`src/rtl/vga_fb_arbiter.sv`:
```
`default_nettype none
// ============================================================================
// Module   : vga_fb_arbiter
// Purpose  : Shares one single-port frame-buffer RAM between display fetches
//            (absolute priority, fixed latency) and a FIFO-buffered writer.
// Revision : 1.0 - initial release
// ============================================================================
module vga_fb_arbiter #(
    parameter int ADDR_BIT      = 19,
    parameter int DATA_BIT      = 8,
    parameter int WFIFO_DEPTH   = 4,
    parameter int MEM_LAT       = 1,
    parameter bit WR_BLANK_ONLY = 1'b0
) (
    input  logic                clk,
    input  logic                i_rst,
    input  logic                i_blank,
    input  logic                i_disp_req,
    input  logic [ADDR_BIT-1:0] i_disp_addr,
    output logic                o_disp_valid,
    output logic [DATA_BIT-1:0] o_disp_data,
    input  logic                i_wr_valid,
    input  logic [ADDR_BIT-1:0] i_wr_addr,
    input  logic [DATA_BIT-1:0] i_wr_data,
    output logic                o_wr_ready,
    output logic [4:0]          o_wr_count,
    output logic                o_mem_en,
    output logic                o_mem_we,
    output logic [ADDR_BIT-1:0] o_mem_addr,
    output logic [DATA_BIT-1:0] o_mem_wdata,
    input  logic [DATA_BIT-1:0] i_mem_rdata
);

    localparam int         c_ptr_bit = $clog2(WFIFO_DEPTH);
    localparam logic [4:0] c_depth   = 5'(WFIFO_DEPTH);

    typedef enum logic [1:0] {
        GNT_IDLE  = 2'd0,
        GNT_DISP  = 2'd1,
        GNT_WRITE = 2'd2
    } grant_t;

    logic [ADDR_BIT-1:0]  r_fifo_addr [WFIFO_DEPTH];
    logic [DATA_BIT-1:0]  r_fifo_data [WFIFO_DEPTH];
    logic [c_ptr_bit-1:0] r_wr_ptr;
    logic [c_ptr_bit-1:0] r_rd_ptr;
    logic [4:0]           r_count;
    logic [MEM_LAT-1:0]   r_rd_pipe;

    grant_t w_grant;
    logic   w_push;
    logic   w_pop;
    logic   w_wr_allow;
    logic   w_rd_issue;

    assign o_wr_ready = (r_count < c_depth) & ~i_rst;
    assign o_wr_count = r_count;
    assign w_push     = i_wr_valid & o_wr_ready;
    assign w_wr_allow = (WR_BLANK_ONLY == 1'b0) | i_blank;
    assign w_pop      = (w_grant == GNT_WRITE);
    assign w_rd_issue = o_mem_en & ~o_mem_we;

    always_comb begin
        w_grant = GNT_IDLE;
        if (i_disp_req) begin
            w_grant = GNT_DISP;
        end else if ((r_count != 5'd0) && w_wr_allow) begin
            w_grant = GNT_WRITE;
        end
    end

    // Storage needs no reset: the pointers and count define which entries are live.
    always_ff @(posedge clk) begin
        if (w_push) begin
            r_fifo_addr[r_wr_ptr] <= i_wr_addr;
            r_fifo_data[r_wr_ptr] <= i_wr_data;
        end
    end

    always_ff @(posedge clk or posedge i_rst) begin
        if (i_rst) begin
            r_wr_ptr <= '0;
            r_rd_ptr <= '0;
            r_count  <= 5'd0;
        end else begin
            if (w_push) begin
                r_wr_ptr <= r_wr_ptr + 1'b1;
            end
            if (w_pop) begin
                r_rd_ptr <= r_rd_ptr + 1'b1;
            end
            case ({w_push, w_pop})
                2'b10:   r_count <= r_count + 5'd1;
                2'b01:   r_count <= r_count - 5'd1;
                default: r_count <= r_count;
            endcase
        end
    end

    always_ff @(posedge clk or posedge i_rst) begin
        if (i_rst) begin
            o_mem_en    <= 1'b0;
            o_mem_we    <= 1'b0;
            o_mem_addr  <= '0;
            o_mem_wdata <= '0;
        end else begin
            case (w_grant)
                GNT_DISP: begin
                    o_mem_en   <= 1'b1;
                    o_mem_we   <= 1'b0;
                    o_mem_addr <= i_disp_addr;
                end
                GNT_WRITE: begin
                    o_mem_en    <= 1'b1;
                    o_mem_we    <= 1'b1;
                    o_mem_addr  <= r_fifo_addr[r_rd_ptr];
                    o_mem_wdata <= r_fifo_data[r_rd_ptr];
                end
                default: begin
                    o_mem_en <= 1'b0;
                    o_mem_we <= 1'b0;
                end
            endcase
        end
    end

    // Stage 0 captures the read command cycle; the last stage lines up with RAM data.
    always_ff @(posedge clk or posedge i_rst) begin
        if (i_rst) begin
            r_rd_pipe    <= '0;
            o_disp_valid <= 1'b0;
            o_disp_data  <= '0;
        end else begin
            r_rd_pipe[0] <= w_rd_issue;
            for (int i = 1; i < MEM_LAT; i++) begin
                r_rd_pipe[i] <= r_rd_pipe[i-1];
            end
            o_disp_valid <= r_rd_pipe[MEM_LAT-1];
            if (r_rd_pipe[MEM_LAT-1]) begin
                o_disp_data <= i_mem_rdata;
            end
        end
    end

endmodule
`default_nettype wire

```
`config.mk`:
```
export PLATFORM = sky130hd
export DESIGN_NAME = vga_fb_arbiter
export DESIGN_NICKNAME = d
export VERILOG_FILES = /design/src/rtl/vga_fb_arbiter.sv
export SDC_FILE = /design/constraint.sdc
export NUM_CORES = 1
export LEC_CHECK = 0
export CAP_MARGIN = 20
export CORE_MARGIN = 8
export CORE_UTILIZATION = 40
export DETAILED_ROUTE_END_ITERATION = 12
export GPL_ROUTABILITY_DRIVEN = 0
export MAX_ROUTING_LAYER = met4
export RECOVER_POWER = 25
export SETUP_SLACK_MARGIN = 0.1
export SLEW_MARGIN = 25
export SYNTH_ARGS = -nofsm -noshare
export SYNTH_HDL_FRONTEND = slang
export SYNTH_SLANG_ARGS = --single-unit
```
`constraint.sdc`:
```
create_clock -name clk -period 6.9 [get_ports clk]
set_input_delay 2.07 -clock clk [delete_from_list [all_inputs] [get_ports clk]]
set_output_delay 2.07 -clock clk [all_outputs]
set_load 0.005 [all_outputs]
```
# Word-level counts from Yosys, hierarchy flattened
# Memories as Yosys holds them, arrays and structs flattened. A register that Yosys moved wholly into a read port is not among the register bits.
# Cells that the tools add are included.
# totals
ff_bits	40
latchBits	0
mem_bits_rw	108
romBits	0
input_bits	59
output_inout_bits	44
mem_count	2
# mem_list
name	words	word_bits	rd	rd_clocked_by_memory_dff	write_ports	line	text
r_fifo_addr	4	19	1	0	1	43	logic [ADDR_BIT-1:0] r_fifo_addr [WFIFO_DEPTH];
r_fifo_data	4	8	1	1	1	44	logic [DATA_BIT-1:0] r_fifo_data [WFIFO_DEPTH];
# op_classes
addsub	4
mul	0
div	0
n_lt_le_gt_ge	1
eq_ne	4
shift	0
n_mux	8
bitwise_logic	5
reduce_logical	4
# op_table
cell	n
19-bit case mux with 2 select lines	1
5-bit case mux with 2 select lines	1
5-bit by 1-bit adder with 5-bit output (second input constant)	1
5-bit by 3-bit less-than comparator with 1-bit output (second input constant)	1
5-bit nonzero test	1
5-bit by 1-bit subtractor with 5-bit output (second input constant)	1
2-bit by 1-bit adder with 2-bit output (second input constant)	2
2-bit by 1-bit equality test with 1-bit output (second input constant)	2
2-bit equality test (second input constant)	2
1-bit 2-to-1 mux	4
2-bit 2-to-1 mux	2
2-bit nonzero test	2
1-bit bitwise AND	3
1-bit NOT	2
2-bit OR reduction	1

# Depth between registers and ports, before layout
# depth
ltp_word	6
ltp_mapped	14

# Worst setup path after synthesis
# Ideal clock, no wire load.
# synth_path
kind	input -> output
from	in i_rst
to	out o_wr_ready
t_arrival_ns	2.289
path_slack_ns	2.541
path_stages	1
path_buffers	0
path_cell_list	nor2_1
# synth_via
elab_chain_len	2
# synth_lines
element	line	text
from (decl)	16	input logic i_rst,
1-bit NOT	56	assign o_wr_ready = (r_count < c_depth) & ~i_rst;
1-bit bitwise AND	56	
to (decl)	25	output logic o_wr_ready,
# No other way between the ends.

# Worst setup path in the final report
# Same ends and word-level chain as after synthesis.

==> results.json <==
{
  "outcome": "finished, final reports clean",
  "avgSynthCellArea_um2": 18.15,
  "p_seq_share_pct": 41.8,
  "fill_cells": 1198,
  "fin_tns_setup_ns": 0,
  "hpwlAfterDp_mm": 7.798,
  "rsz0062_at_grt": "no",
  "cts_buffers": 17,
  "die_h_um": 139.5,
  "routedWlPerCell_um": 19.57,
  "fin_crit_sh_pct": 78.97,
  "syn_inst": 336,
  "vias": 3264,
  "p_per_area_nw_per_um2": 384.5,
  "finalHoldViolations": 0,
  "placed_cell_area_um2": 7286,
  "final_nets": 512,
  "ys_seq_elements": 156,
  "peakVddDrop_v": 0.0002836,
  "antenna_found_initial": 0,
  "comb_power_share_pct": 23.1,
  "synthXorXnorAreaFrac_pct": 1.292,
  "core_area_um2": 15030,
  "yosysUniqueCellTypes": 38,
  "ys_seq_area_share_pct": 72.86,
  "startpoint_type": "input port",
  "avgViaCountPerCell": 5.037,
  "num_rows": 45,
  "synth_top_area_share_pct": 53.17,
  "drt_iter0_markers": 179,
  "drc": 0,
  "crit_path_max_fanout": 6,
  "yosysTopAreaCell": "edfxtp_1",
  "slew_viol_final": 0,
  "hold_buffers": 0,
  "synth_compound_gate_area_share_pct": 4.554,
  "worst_pin_slew_ns": 0.8112,
  "cts_max_level": 4,
  "area_growth_pct": 30.83,
  "ant_nets": 0,
  "finClkSkew_ns": 0.008401,
  "regArea_um2": 4448,
  "cp-end-kind": "output pin",
  "synth-simple-area-share_pct": 5.826,
  "drv_cap": 0,
  "sw_frac_of_total_pct": 25.05,
  "muxShareOfSynthArea_pct": 11.82,
  "worstPathArrival_ns": 3.38,
  "required_ns": 4.83,
  "cts-root-buf": "clkbuf_16",
  "die-area_um2": 19460,
  "synth_top_family_by_area": "multiplexers",
  "grtUsageTotal_pct": 13.91,
  "intPower_mw": 2.300,
  "post-cts-setup-buffer-count": 0,
  "synth_commonest_cells": "edfxtp_1 (108), nand2_1 (61), dfrtp_1 (48)",
  "setup_viol": 0,
  "clkTransAtPathRegs_ns": 0.06,
  "synth-async-reset-ratio_pct": 30.77,
  "synthAdderAreaFrac_pct": 1.641,
  "clk_latency_ns": 0.41,
  "synth_edf_count": 108,
  "gr-total-overflow": 0,
  "port-buffer-count": 101,
  "cts_tree": "built",
  "synth_ff_type": "edfxtp_1",
  "synth_area_leaders": "edfxtp_1 (53%), dfrtp_1 (20%), mux4_2 (10%)",
  "p_sw_mw": 0.7685,
  "cts_resized": 0,
  "cts.path.max_buffers": 2,
  "synth_most_common_cell": "edfxtp_1",
  "drive_above_1_share_pct": 21.18,
  "drtPass1Iterations": 4,
  "critPathKind": "input port to output pin",
  "grt_pass1_vias": 3501,
  "multi_input_area_um2": 1538,
  "grt_pass1_wl_mm": 19.84,
  "fmax_mhz": 183.5,
  "cts_num_sinks": 156,
  "routed_wl_mm": 12.68,
  "p_leak_nw": 2.942,
  "die_w_um": 139.5,
  "io_pins": 103,
  "relSlewSlack_pct": 45.92,
  "synthesis.area_um2": 6100,
  "fin_crit_ns": 5.449,
  "initial_utilization_pct": 40.57,
  "grt_max_degree": 49,
  "pwr-share-clk_pct": 35.1,
  "yosysWarnings": 0,
  "syn_nets": 403,
  "min_path_type": "flip-flop to flip-flop",
  "final_cell_area_um2": 7980
}
==> metrics by stage <==
step           utilization (%)  instances  hold slack (ns)  power, mW  setup slack (ns)
2_1_floorplan                -        336           0.3519      1.701             2.541
3_3_place_gp             48.39        613           0.4250      2.012             1.467
3_5_place_dp             48.46        614           0.4308      2.032             1.441
4_1_cts                  53.03        646           0.4402      3.120             1.435
5_1_grt                  53.05        646           0.4704      3.220             1.324
6_report                 53.08        648           0.4400      3.068             1.451
==> registers in the layout (all words and copies together) (netlist names) <==
name,count
r_fifo_addr,76
r_fifo_data,32
o_mem_addr,19
o_disp_data,8
o_mem_wdata,8
o_wr_count,5
r_rd_ptr,2
r_wr_ptr,2
o_disp_valid,1
o_mem_en,1
o_mem_we,1
r_rd_pipe,1
==> power groups by stage <==
stage	Combinational, mW	Sequential [mW]	Clock (mW)
6_report	0.707	1.28	1.08
5_1_grt	0.770	1.31	1.14
4_1_cts	0.728	1.29	1.10
3_5_place_dp	0.726	1.31	0
3_3_place_gp	0.713	1.30	0
2_1_floorplan	0.475	1.23	0
==> critical path, stage by stage <==
cell and delay (ns):
clkdlybuf4s50_1 0.43, nor2_1 0.30, clkdlybuf4s50_1 0.57
==> layer usage <==
layer	share of wire [%]	track usage (%)	up-vias	routed length, µm
li1	-	-	1499	-
met1	45	17.09	1673	5724
met2	48	21.40	88	6065
met3	6.5	4.891	4	825
met4	0.51	3.986	0	65
met5	0	-	-	0
==> cell families after synthesis <==
group                    Yosys count
AO/OA/AOI/OAI                     28
XOR/XNOR                           9
flip-flops                       156
AND/OR/NAND/NOR                   77
adder cells (fa/ha/maj)            8
buffers and inverters             21
multiplexers                      37
==> area by class of cell <==
type                       instances  area share [%]
antenna                            2         0.06272
timing repair buffer             105           13.09
inverter                           6          0.2822
clock inverter                    12           3.010
tap                              188           2.948
multi-input combinational        159           19.27
sequential                       156           55.74
clock buffer                      20           5.597
==> layout by cell type, fill, tap and decap left out, types with 2 or more instances in the layout <==
master / count
mux4_2: 27
inv_1: 3
a22oi_2: 11
a22oi_1: 6
a21oi_1: 2
inv_2: 3
clkbuf_1: 2
ha_1: 8
clkinv_2: 2
edfxtp_1: 108
nor2_1: 2
dlygate4sd3_1: 23
bufinv_16: 7
clkbuf_16: 17
xnor2_1: 4
dfrtp_1: 47
and3_2: 4
buf_4: 3
mux2_2: 10
clkdlybuf4s50_1: 78
or2b_1: 2
diode_2: 2
o221a_2: 2
xor2_1: 5
nand2_1: 61
==> final timing paths <==
check                         startpoint  depth (start not counted)  slack [ns]             to
max                                i_rst                          3        1.45     o_wr_ready
min                             o_mem_we                          1        0.44      r_rd_pipe
max reg2reg                o_wr_count[2]                         10        3.68  o_wr_count[4]
min reg2reg                     o_mem_we                          1        0.44      r_rd_pipe
max in group asynchronous          i_rst                          3        4.18    r_rd_ptr[0]
min in group asynchronous          i_rst                          3        2.19  o_wr_count[4]
Note: power is estimated with default switching activity, not from simulation.
==> variant (same settings) <==
Set the parameter `WR_BLANK_ONLY` to 1'b1 (it was 1'b0).
--- a/src/rtl/vga_fb_arbiter.sv
+++ b/src/rtl/vga_fb_arbiter.sv
@@ -11,5 +11,5 @@
     parameter int WFIFO_DEPTH   = 4,
     parameter int MEM_LAT       = 1,
-    parameter bit WR_BLANK_ONLY = 1'b0
+    parameter bit WR_BLANK_ONLY = 1'b1
 ) (
     input  logic                clk,
Function: changed (Yosys sat finds a counterexample within 4 cycles, from zero or initial values and one cycle with i_rst high).
==> variant against the unedited design <==
Clock skew fell by 0.0023 ns; sequential share of layout area shrank 0.096 points; sequential cell count is the same; non-clock buffer count unchanged; first-iteration DRC count down 6.1%; total power down 5.5%; final cell count shrank 0.46%; area after synthesis is 1.4% higher; combinational power fell by 3.3%; routed wire length is 1.3% lower; design area increased by 0.17%; clock power decreased by 12%; count of clock-buffer cells in the layout is 1 lower; worst setup slack gained 0.24 ns; highest routed layer unchanged.
==> variant: results (changes against the unedited design) <==
• **sequential fraction of the synthesis area** 71.9%, -0.99 points
• **CTS Buf Count** 17, unchanged
• **highest fanout seen on the critical path** 3, -3
• **detailed router's first-iteration violation count** 168, -6.1%
• **CTS resizes** 0, unchanged
• **clock network fraction of design power** 32.9%, -2.2 points
• **Clock Tree Buf Depth** 2, unchanged
• **share of post-route cells with drive strength above 1** 19.5%, -1.7 points
• **global router's overall resource usage** 13.8%, -0.092 points
• **worst setup skew after layout** 0.00606 ns, -0.00234 ns
• **top post-synthesis cells by count** sky130_fd_sc_hd__edfxtp_1 (108), sky130_fd_sc_hd__dfrtp_1 (48), sky130_fd_sc_hd__mux4_2 (27), sky130_fd_sc_hd__nand2_1 (22)
• **met2 routed WL** 5970 um, -1.6%
• **Async SR Flop Fraction** 30.8%, unchanged
• **met3 Use GR** 4.49%, -0.41 points
• **Net Sw Power** 0.741 mW, -3.6%
• **primary flip-flop cell chosen by synthesis mapping** sky130_fd_sc_hd__edfxtp_1
• **met1 Use GR** 17.5%, +0.38 points
• **vias in the first global route** 3621, +3.4%
• **clk_lat worst skew** 0.41 ns, about the same
• **nets in the synthesized netlist** 402, -0.25%
• **met2 routing resource usage after global routing** 21.2%, -0.21 points
• **data arrival time of the critical path** 3.14 ns, -0.24 ns
• **DP Wirelength** 7730 um, -0.86%
• **Synth Warn #** 0, unchanged
• **wire length of the first global-routing pass** 20000 um, +0.97%
• **largest net degree at the start of global routing** 49, unchanged
• **wire length on met3** 710 um, -14%
• **number of enable-type register cells in the synthesized netlist** 108, unchanged
• **Met1 Routed Length** 5800 um, +1.4%
• **worst max-slew margin expressed relative to the limit** 47.0%, +1.0 points
• **buffer type at the clock tree root** sky130_fd_sc_hd__clkbuf_16
• **pre-CTS setup slack** 1.69 ns, +0.247 ns
• **biggest area contributors in the synthesized netlist** sky130_fd_sc_hd__edfxtp_1 (52%), sky130_fd_sc_hd__dfrtp_1 (19%), sky130_fd_sc_hd__mux4_2 (9.8%)
• **number of search-and-repair iterations in the first detailed-routing pass** 6, +2
• **largest registers** r_fifo_addr x76, r_fifo_data x32, o_mem_addr x19
• **run status** finished, final reports clean
• **top layer in use** met4
• **number of distinct library cells after synthesis** 36, -5.3%
• **worst hold path class** reg2reg
• **setup fix buffers added after clock tree synthesis** 0, unchanged
• **number of port buffers** 102, +0.99%
• **power share of the sequential group** 43.5%, +1.7 points
• **Reg clk slew, reported paths** 0.06 ns, about the same
• **peak supply drop** 0.192 mV, -32%
• **routed via count divided by cell count** 5.10, +1.2%
• **aggregate routed wire length** 12500 um, -1.3%
• **count of nets after finishing** 509, -0.59%
• **htree depth** 4, unchanged
• **number of antenna violations at the first check in global routing** 1, +1
• **leakage component of the power** 2.90 nW, -1.6%
==> variant: cell count changes in the layout (fill, tap and decap cells not counted), sizes merged, moves of 7 or more <==
cell   delta
mux2      +7
a22oi    -17
mux2i    +20
nand2    -39
o21ai    +19
==> variant: logic make-up after synthesis <==
group	synth area share, %
buf+inv	1.90
xor+xnor	0.992
simple gates	4.03
compound gates	3.20
flops	71.9
fa+ha+maj	1.42
mux	16.6
==> variant: worst max-delay path, stage by stage <==
cell	delay [ns]
sky130_fd_sc_hd__clkdlybuf4s50_1	0.45
sky130_fd_sc_hd__nor2_1	0.12
sky130_fd_sc_hd__clkdlybuf4s50_1	0.51
==> variant: layout make-up <==
class	count	area, um^2
repair buffers	105	1060
inverters	5	18.8
diodes	1	2.50
clock inverters	13	171
flip-flops and latches	156	4450
fillers	1233	7150
multi-input cells	158	1630
well taps	188	235
clock buffers	19	433
==> variant: metrics by stage <==
stage	utilization, %	cells	cell area [um^2]	total power [mW]
2_1_floorplan	-	336	6180	1.67
3_3_place_gp	48.6	611	7360	1.96
3_5_place_dp	48.6	611	7360	1.98
4_1_cts	52.6	643	7960	2.94
5_1_grt	52.8	645	7990	3.04
6_report	52.8	645	7990	2.90
==> variant: path summary, 6_finish.rpt <==
check | depth (start not counted) | slack, ns | from | end
max reg2reg | 8 | 4.00 | o_wr_count[2] | o_wr_count[4]
max | 3 | 1.69 | i_rst | o_wr_ready
max in group asynchronous | 3 | 4.15 | i_rst | r_rd_ptr[0]
min in group asynchronous | 3 | 2.22 | i_rst | o_wr_count[2]
min reg2reg | 1 | 0.45 | o_mem_we | r_rd_pipe
min | 1 | 0.45 | o_mem_we | r_rd_pipe
